<file path="config.mk">
export PLATFORM = sky130hd
export DESIGN_NAME = jk_seq_driver
export DESIGN_NICKNAME = d
export VERILOG_FILES = /design/src/rtl/jk_seq_driver.sv
export SDC_FILE = /design/constraint.sdc
export NUM_CORES = 1
export LEC_CHECK = 0
export CAP_MARGIN = 10
export CELL_PAD_IN_SITES_DETAIL_PLACEMENT = 1
export CELL_PAD_IN_SITES_GLOBAL_PLACEMENT = 1
export CORE_MARGIN = 2
export CORE_UTILIZATION = 51
export CTS_CLUSTER_DIAMETER = 100
export DETAILED_ROUTE_END_ITERATION = 8
export GPL_ROUTABILITY_DRIVEN = 0
export PLACE_DENSITY_LB_ADDON = 0.25
export SYNTH_ARGS = -nofsm -noshare
export SYNTH_HDL_FRONTEND = slang
export SYNTH_SLANG_ARGS = --single-unit
</file>
<file path="constraint.sdc">
create_clock -name clk -period 5.6 [get_ports clk]
set_clock_uncertainty 0.05 [all_clocks]
set_input_delay 0.56 -clock clk [delete_from_list [all_inputs] [get_ports clk]]
set_output_delay 0.56 -clock clk [all_outputs]
set_load 0.05 [all_outputs]
</file>
<file path="src/rtl/jk_seq_driver.sv">
// jk_seq_driver: queued J/K command sequencer for a downstream JK flip-flop.
// Commands are buffered, each driven for REP+1 cycles, with Q tracked locally.
module jk_seq_driver #(
    parameter int DEPTH = 4
) (
    input  logic       clk,
    input  logic       rst_n,
    input  logic [1:0] cmd,
    input  logic [3:0] rep,
    input  logic       cmd_valid,
    output logic       cmd_ready,
    output logic       j,
    output logic       k,
    output logic       busy,
    output logic       q_exp
);

    localparam int AW = (DEPTH > 1) ? $clog2(DEPTH) : 1;
    localparam logic [AW:0] FULL_CNT = (AW + 1)'(DEPTH);

    typedef enum logic {
        IDLE  = 1'b0,
        DRIVE = 1'b1
    } state_t;

    typedef struct packed {
        logic [1:0] cmd;
        logic [3:0] rep;
    } entry_t;

    entry_t        mem [DEPTH];
    entry_t        head;
    logic [AW-1:0] wr_ptr;
    logic [AW-1:0] rd_ptr;
    logic [AW:0]   count;
    logic [3:0]    rcnt;
    logic [3:0]    rcnt_nx;
    logic          j_nx;
    logic          k_nx;
    logic          q_nx;
    logic          empty;
    logic          full;
    logic          push;
    logic          pop;
    logic          rcnt_zero;
    state_t        state;
    state_t        state_nx;

    assign empty     = (count == '0);
    assign full      = (count == FULL_CNT);
    assign cmd_ready = rst_n & ~full;
    assign push      = cmd_valid & cmd_ready;
    assign head      = mem[rd_ptr];
    assign rcnt_zero = (rcnt == 4'd0);
    assign busy      = (state == DRIVE);

    // The head leaves the queue when nothing is being driven or the
    // current command is on its last cycle.
    assign pop = ~empty & ((state == IDLE) | rcnt_zero);

    // Command storage; occupancy is tracked by count, so no reset needed.
    always_ff @(posedge clk) begin
        if (push) begin
            mem[wr_ptr] <= '{cmd: cmd, rep: rep};
        end
    end

    // FIFO pointers and occupancy; pointers wrap naturally at DEPTH.
    always_ff @(posedge clk or negedge rst_n) begin
        if (!rst_n) begin
            wr_ptr <= '0;
            rd_ptr <= '0;
            count  <= '0;
        end else begin
            if (push) begin
                wr_ptr <= wr_ptr + 1'b1;
            end
            if (pop) begin
                rd_ptr <= rd_ptr + 1'b1;
            end
            unique case ({push, pop})
                2'b10:   count <= count + 1'b1;
                2'b01:   count <= count - 1'b1;
                default: count <= count;
            endcase
        end
    end

    // FSM state register.
    always_ff @(posedge clk or negedge rst_n) begin
        if (!rst_n) begin
            state <= IDLE;
        end else begin
            state <= state_nx;
        end
    end

    // FSM next-state: leave IDLE on any queued entry, return when drained.
    always_comb begin
        state_nx = state;
        unique case (state)
            IDLE: begin
                if (!empty) begin
                    state_nx = DRIVE;
                end
            end
            DRIVE: begin
                if (rcnt_zero && empty) begin
                    state_nx = IDLE;
                end
            end
            default: state_nx = IDLE;
        endcase
    end

    // FSM outputs: next J/K drive and remaining-cycle count.
    always_comb begin
        j_nx    = j;
        k_nx    = k;
        rcnt_nx = rcnt;
        unique case (1'b1)
            pop: begin
                j_nx    = head.cmd[1];
                k_nx    = head.cmd[0];
                rcnt_nx = head.rep;
            end
            (busy && !rcnt_zero): begin
                rcnt_nx = rcnt - 4'd1;
            end
            default: begin
                j_nx    = 1'b0;
                k_nx    = 1'b0;
                rcnt_nx = 4'd0;
            end
        endcase
    end

    // Expected flip-flop response to the J/K currently on the wires.
    always_comb begin
        q_nx = q_exp;
        unique case ({j, k})
            2'b01:   q_nx = 1'b0;
            2'b10:   q_nx = 1'b1;
            2'b11:   q_nx = ~q_exp;
            default: q_nx = q_exp;
        endcase
    end

    // Registered drive, repeat counter and Q model.
    always_ff @(posedge clk or negedge rst_n) begin
        if (!rst_n) begin
            j     <= 1'b0;
            k     <= 1'b0;
            rcnt  <= 4'd0;
            q_exp <= 1'b0;
        end else begin
            j     <= j_nx;
            k     <= k_nx;
            rcnt  <= rcnt_nx;
            q_exp <= q_nx;
        end
    end

endmodule

</file>
# After elaboration in Yosys (flattened, before gate mapping)

Memories as Yosys holds them, arrays and structs flattened.
Cells that the tools add are included.

Bits in writable memories: 24
Input port bits: 9
Word-level logic and storage cells: 45
ROM bits: 0
Output and inout bits: 5
Bits in latches: 0
Memories: 1
Register bits after elaboration: 15

Memories:

| memory | depth | bits a word | read ports | clocked after memory_dff | write ports | line | RTL |
|---|---|---|---|---|---|---|---|
| mem    | 4     | 6           | 1          | 0                        | 1           | 31   | `entry_t mem [DEPTH];` |

Multiplexer cells: 10
Add/sub/neg operators: 5
Bitwise logic cells: 8
Divide/modulo/power cells: 0
Shift-type cells: 0
$lt $le $gt $ge: 0
Multiply operators: 0
Eq/ne operators: 6
Reductions and logical operators: 7

Operators by type and width:

| cell                                                 | count |
|---|---|
| case mux 4 bit (2 select lines)                      | 1 |
| equality test 2 bit (second input constant)          | 3 |
| case mux 1 bit (2 select lines)                      | 3 |
| case mux 3 bit (2 select lines)                      | 1 |
| adder 2 x 1 -> 2 bit (second input constant)         | 2 |
| equality test 2 x 1 -> 1 bit (second input constant) | 2 |
| logical NOT 4 bit                                    | 1 |
| 2-to-1 mux 1 bit                                     | 4 |
| NOT 1 bit                                            | 4 |
| subtractor 4 x 1 -> 4 bit (second input constant)    | 1 |
| adder 3 x 1 -> 3 bit (second input constant)         | 1 |
| bitwise AND 1 bit                                    | 3 |
| equality test 3 bit (second input constant)          | 1 |
| logical NOT 3 bit                                    | 1 |
| case mux 1 bit (3 select lines)                      | 1 |
| nonzero test 3 bit                                   | 1 |
| subtractor 3 x 1 -> 3 bit (second input constant)    | 1 |
| logical AND 1 bit                                    | 2 |
| nonzero test 2 bit                                   | 1 |
| logical NOT 1 bit                                    | 1 |
| bitwise OR 1 bit                                     | 1 |

# Longest topological paths before layout

Word-level depth: 6
Mapped depth: 9
Depth with buffers taken out: 9

# Worst setup path after synthesis

OpenSTA, ideal clock, no wires.

Kind: input -> output
From: input rst_n
To: output cmd_ready
Arrival time: 1699 ps
Stages on the path: 1
Buffers on the path: 0
Path slack: 3291 ps
Data required time: 4990 ps
Cell sequence: a21boi_0

Cells in the longest elaborated chain, start to end: 1

Ends and longest elaborated chain:

| item              | line | RTL |
|---|---|---|
| from (decl)       | 7    | `input logic rst_n,` |
| bitwise AND 1 bit | 51   | `assign cmd_ready = rst_n & ~full;` |
| to (decl)         | 11   | `output logic cmd_ready,` |

Every way passes these cells.

# Final worst setup path

Same ends and word-level chain as after synthesis.

==> reports/results.ini <==
[cts]
cts_buffers = 5
cts_resized = 0
cts_buffer_depth = 2
clockRootBuffer = clkbuf_4
ctsHtreeMaxLevel = 2
cts.sinks = 39
hold_buffers = 0
tritoncts = done
clk_latency_ns = 0.34
clkTransAtPathRegs_ns = 0.11
postCtsSetupBuffers = 0

[worst_setup_path]
path_cells = clkdlybuf4s50_1, a21boi_0, clkdlybuf4s50_1
r2r_end = count[1]$_DFFE_PN0P_
critPathKind = in2out
slowest_delay_ns = 0.94
critPathLaunchType = input pin
crit_path_end = cmd_ready
regToRegSetupSlack_ns = 3.07
reg2reg_depth = 7
cp_max_fo = 17
cp_common_cell = clkdlybuf4s50_1
crit_slowest_cell = clkdlybuf4s50_1
end_kind = output port
required_ns = 4.99
crit_start = rst_n
timing.rr.start = rcnt[0]$_DFF_PN0_
arrival_ns = 2.57

[sta]
final_max_slew_viol_count = 0
finalSetupViolCount = 0
slew_headroom = 0.510
fmax_mhz = 314
worst_slack_ns = 2.42
worst_slew_pin_slew_ns = 0.732
fin_crit_sh = 0.568
hold_viol = 0
tns_ns = 0
rsz0062_at_grt = no
period_needed_ns = 3.18

[layout]
syn2layout_area_growth_pct = 15.3
layout_commonest_cell = edfxtp_1
antenna-diode-count = 0
final_core_util = 0.623
nets = 130
final_cell_mix = edfxtp_1, dfrtp_1, clkdlybuf4s50_1, inv_1, ha_1
drive_gt1_frac = 0.167

[power]
intPower_mw = 0.649
power_mw = 0.991
cellLeakagePower_nw = 0.709
ir_drop_uv = 190
combPwrFrac = 0.357
pwr-share-seq = 0.458
power.density_mw_per_mm2 = 521
switching_share = 0.345
switchingPower_mw = 0.342
clockPowerShare = 0.186

[global_routing]
overflow = 0
first_global_vias = 926
grtUsageTotal = 0.184
grt_pass1_wl_mm = 4.54
antenna_found_initial = 0
grt_max_degree = 18

[die]
die_x_um = 60.8
initial_core_util = 0.540
pin_count = 14
row_count = 20
core_area_mm2 = 0.00305
die_area_mm2 = 0.00370
die_h_um = 60.8

[logic_synthesis]
ys_seq_area_frac = 0.665
syn_avg_cell_area_um2 = 17.3
synth.distinct_cells = 24
synth-seq-cells = 39
netlist_instances = 95
syn_nets = 112
synthesis.area_mm2 = 0.00165
yosys_warnings = 0

[detailed_routing]
routedWlPerCell_um = 16.8
drc = 0
dr.first_iter.drc_count = 21
drt-total-wl_mm = 2.65
viasPerCell = 5.25
drtPass1Iterations = 4
num_vias = 830
postRouteAntennaNets = 0

[hold_path]
worstHoldPathType = reg2reg

[placement]
hpwlAfterDp_mm = 1.96
io_buffers = 13
dp_slack_ns = 2.15

[job]
maxCapViolCount = 0

[outcome]
status = complete, no violations

==> metrics by stage <==
stage / std cells / area (um^2) / hold slack (ns)
after floorplan: 95 / 1650 / 0.214
after global placement: 150 / 1820 / 0.411
after detailed placement: 150 / 1820 / 0.440
after CTS: 158 / 1900 / 0.457
after global routing: 158 / 1900 / 0.482
final: 158 / 1900 / 0.451
==> registers in the layout, summed over array words and instances, names as in the netlist <==
name and flops:
mem 24, busy 1, k 1, wr_ptr 2
j 1, rcnt 4, q_exp 1, count 3
rd_ptr 2
==> layer usage <==
layer	part of all wire	track usage	routed length (um)
met1	0.43	0.224	1140
met2	0.51	0.298	1360
met3	0.029	0.0448	77
met4	0.030	0.112	80
met5	0	0	0
==> critical path: cells and delay by family <==
family	cells	cell delay, ns
AOI/OAI and AO/OA	1	0.24
buffers and inverters	2	1.76
==> cells by family after synthesis <==
family                     Yosys count  synth area share
DFF                                 39             0.665
and+or+nand+nor                     12            0.0395
xor gates and xnor gates             8            0.0425
muxes                                9             0.102
AOI/OAI and AO/OA                   10            0.0645
buffers and inverters                9            0.0213
adders and majority gates            8            0.0653
==> area by class of cell <==
cell class / instances / area, um^2
Sequential cell: 39 / 1100
Timing Repair Buffer: 13 / 130
Clock inverter: 3 / 38.8
Tap cell: 44 / 55.1
Inverter: 7 / 26.3
Clock buffer: 5 / 37.5
Fill cell: 282 / 1150
Multi-Input combinational cell: 47 / 517
==> how the worst min path moves through the flow <==
| stage | startpoint | to | slack (ns) | cells after the start |
|---|---|---|---|---|
| finish | q_exp$_DFFE_PN0P_ | q_exp$_DFFE_PN0P_ | 0.45 | 1 |
| global route | q_exp$_DFFE_PN0P_ | q_exp$_DFFE_PN0P_ | 0.48 | 1 |
| CTS | rcnt[0]$_DFF_PN0_ | rcnt[0]$_DFF_PN0_ | 0.46 | 1 |
| detailed placement | q_exp$_DFFE_PN0P_ | q_exp$_DFFE_PN0P_ | 0.44 | 1 |
| global placement | q_exp$_DFFE_PN0P_ | q_exp$_DFFE_PN0P_ | 0.41 | 1 |
| floorplan | rst_n | busy$_DFF_PN0_ | 0.21 | 0 |
==> power by group through the flow <==
stage | Sequential, mW | Combinational (mW) | Clock, mW
3_5_place_dp | 0.462 | 0.358 | 0
5_1_grt | 0.467 | 0.393 | 0.199
3_3_place_gp | 0.456 | 0.336 | 0
2_1_floorplan | 0.462 | 0.253 | 0
6_report | 0.454 | 0.353 | 0.184
4_1_cts | 0.456 | 0.360 | 0.191
==> synth_stat cells <==
library cell	instances	area, um^2
edfxtp_1	24	721
dfrtp_1	15	375
ha_1	7	87.6
inv_1	7	26.3
mux4_2	6	135
xnor2_1	6	52.6
and2_1	4	25.0
o2bb2ai_1	4	35.0
nand2_1	3	11.3
mux2_2	2	22.5
nor2_1	2	7.51
nor3_1	2	10.0
xor2_1	2	17.5
a211oi_2	1	12.5
a21boi_0	1	7.51
a21oi_1	1	5.00
a21oi_4	1	16.3
a2bb2o_4	1	20.0
a32o_1	1	10.0
buf_1	1	3.75
buf_2	1	5.00
fa_1	1	20.0
mux2i_1	1	10.0
or3b_4	1	11.3
(Power assumes the default switching activity.)
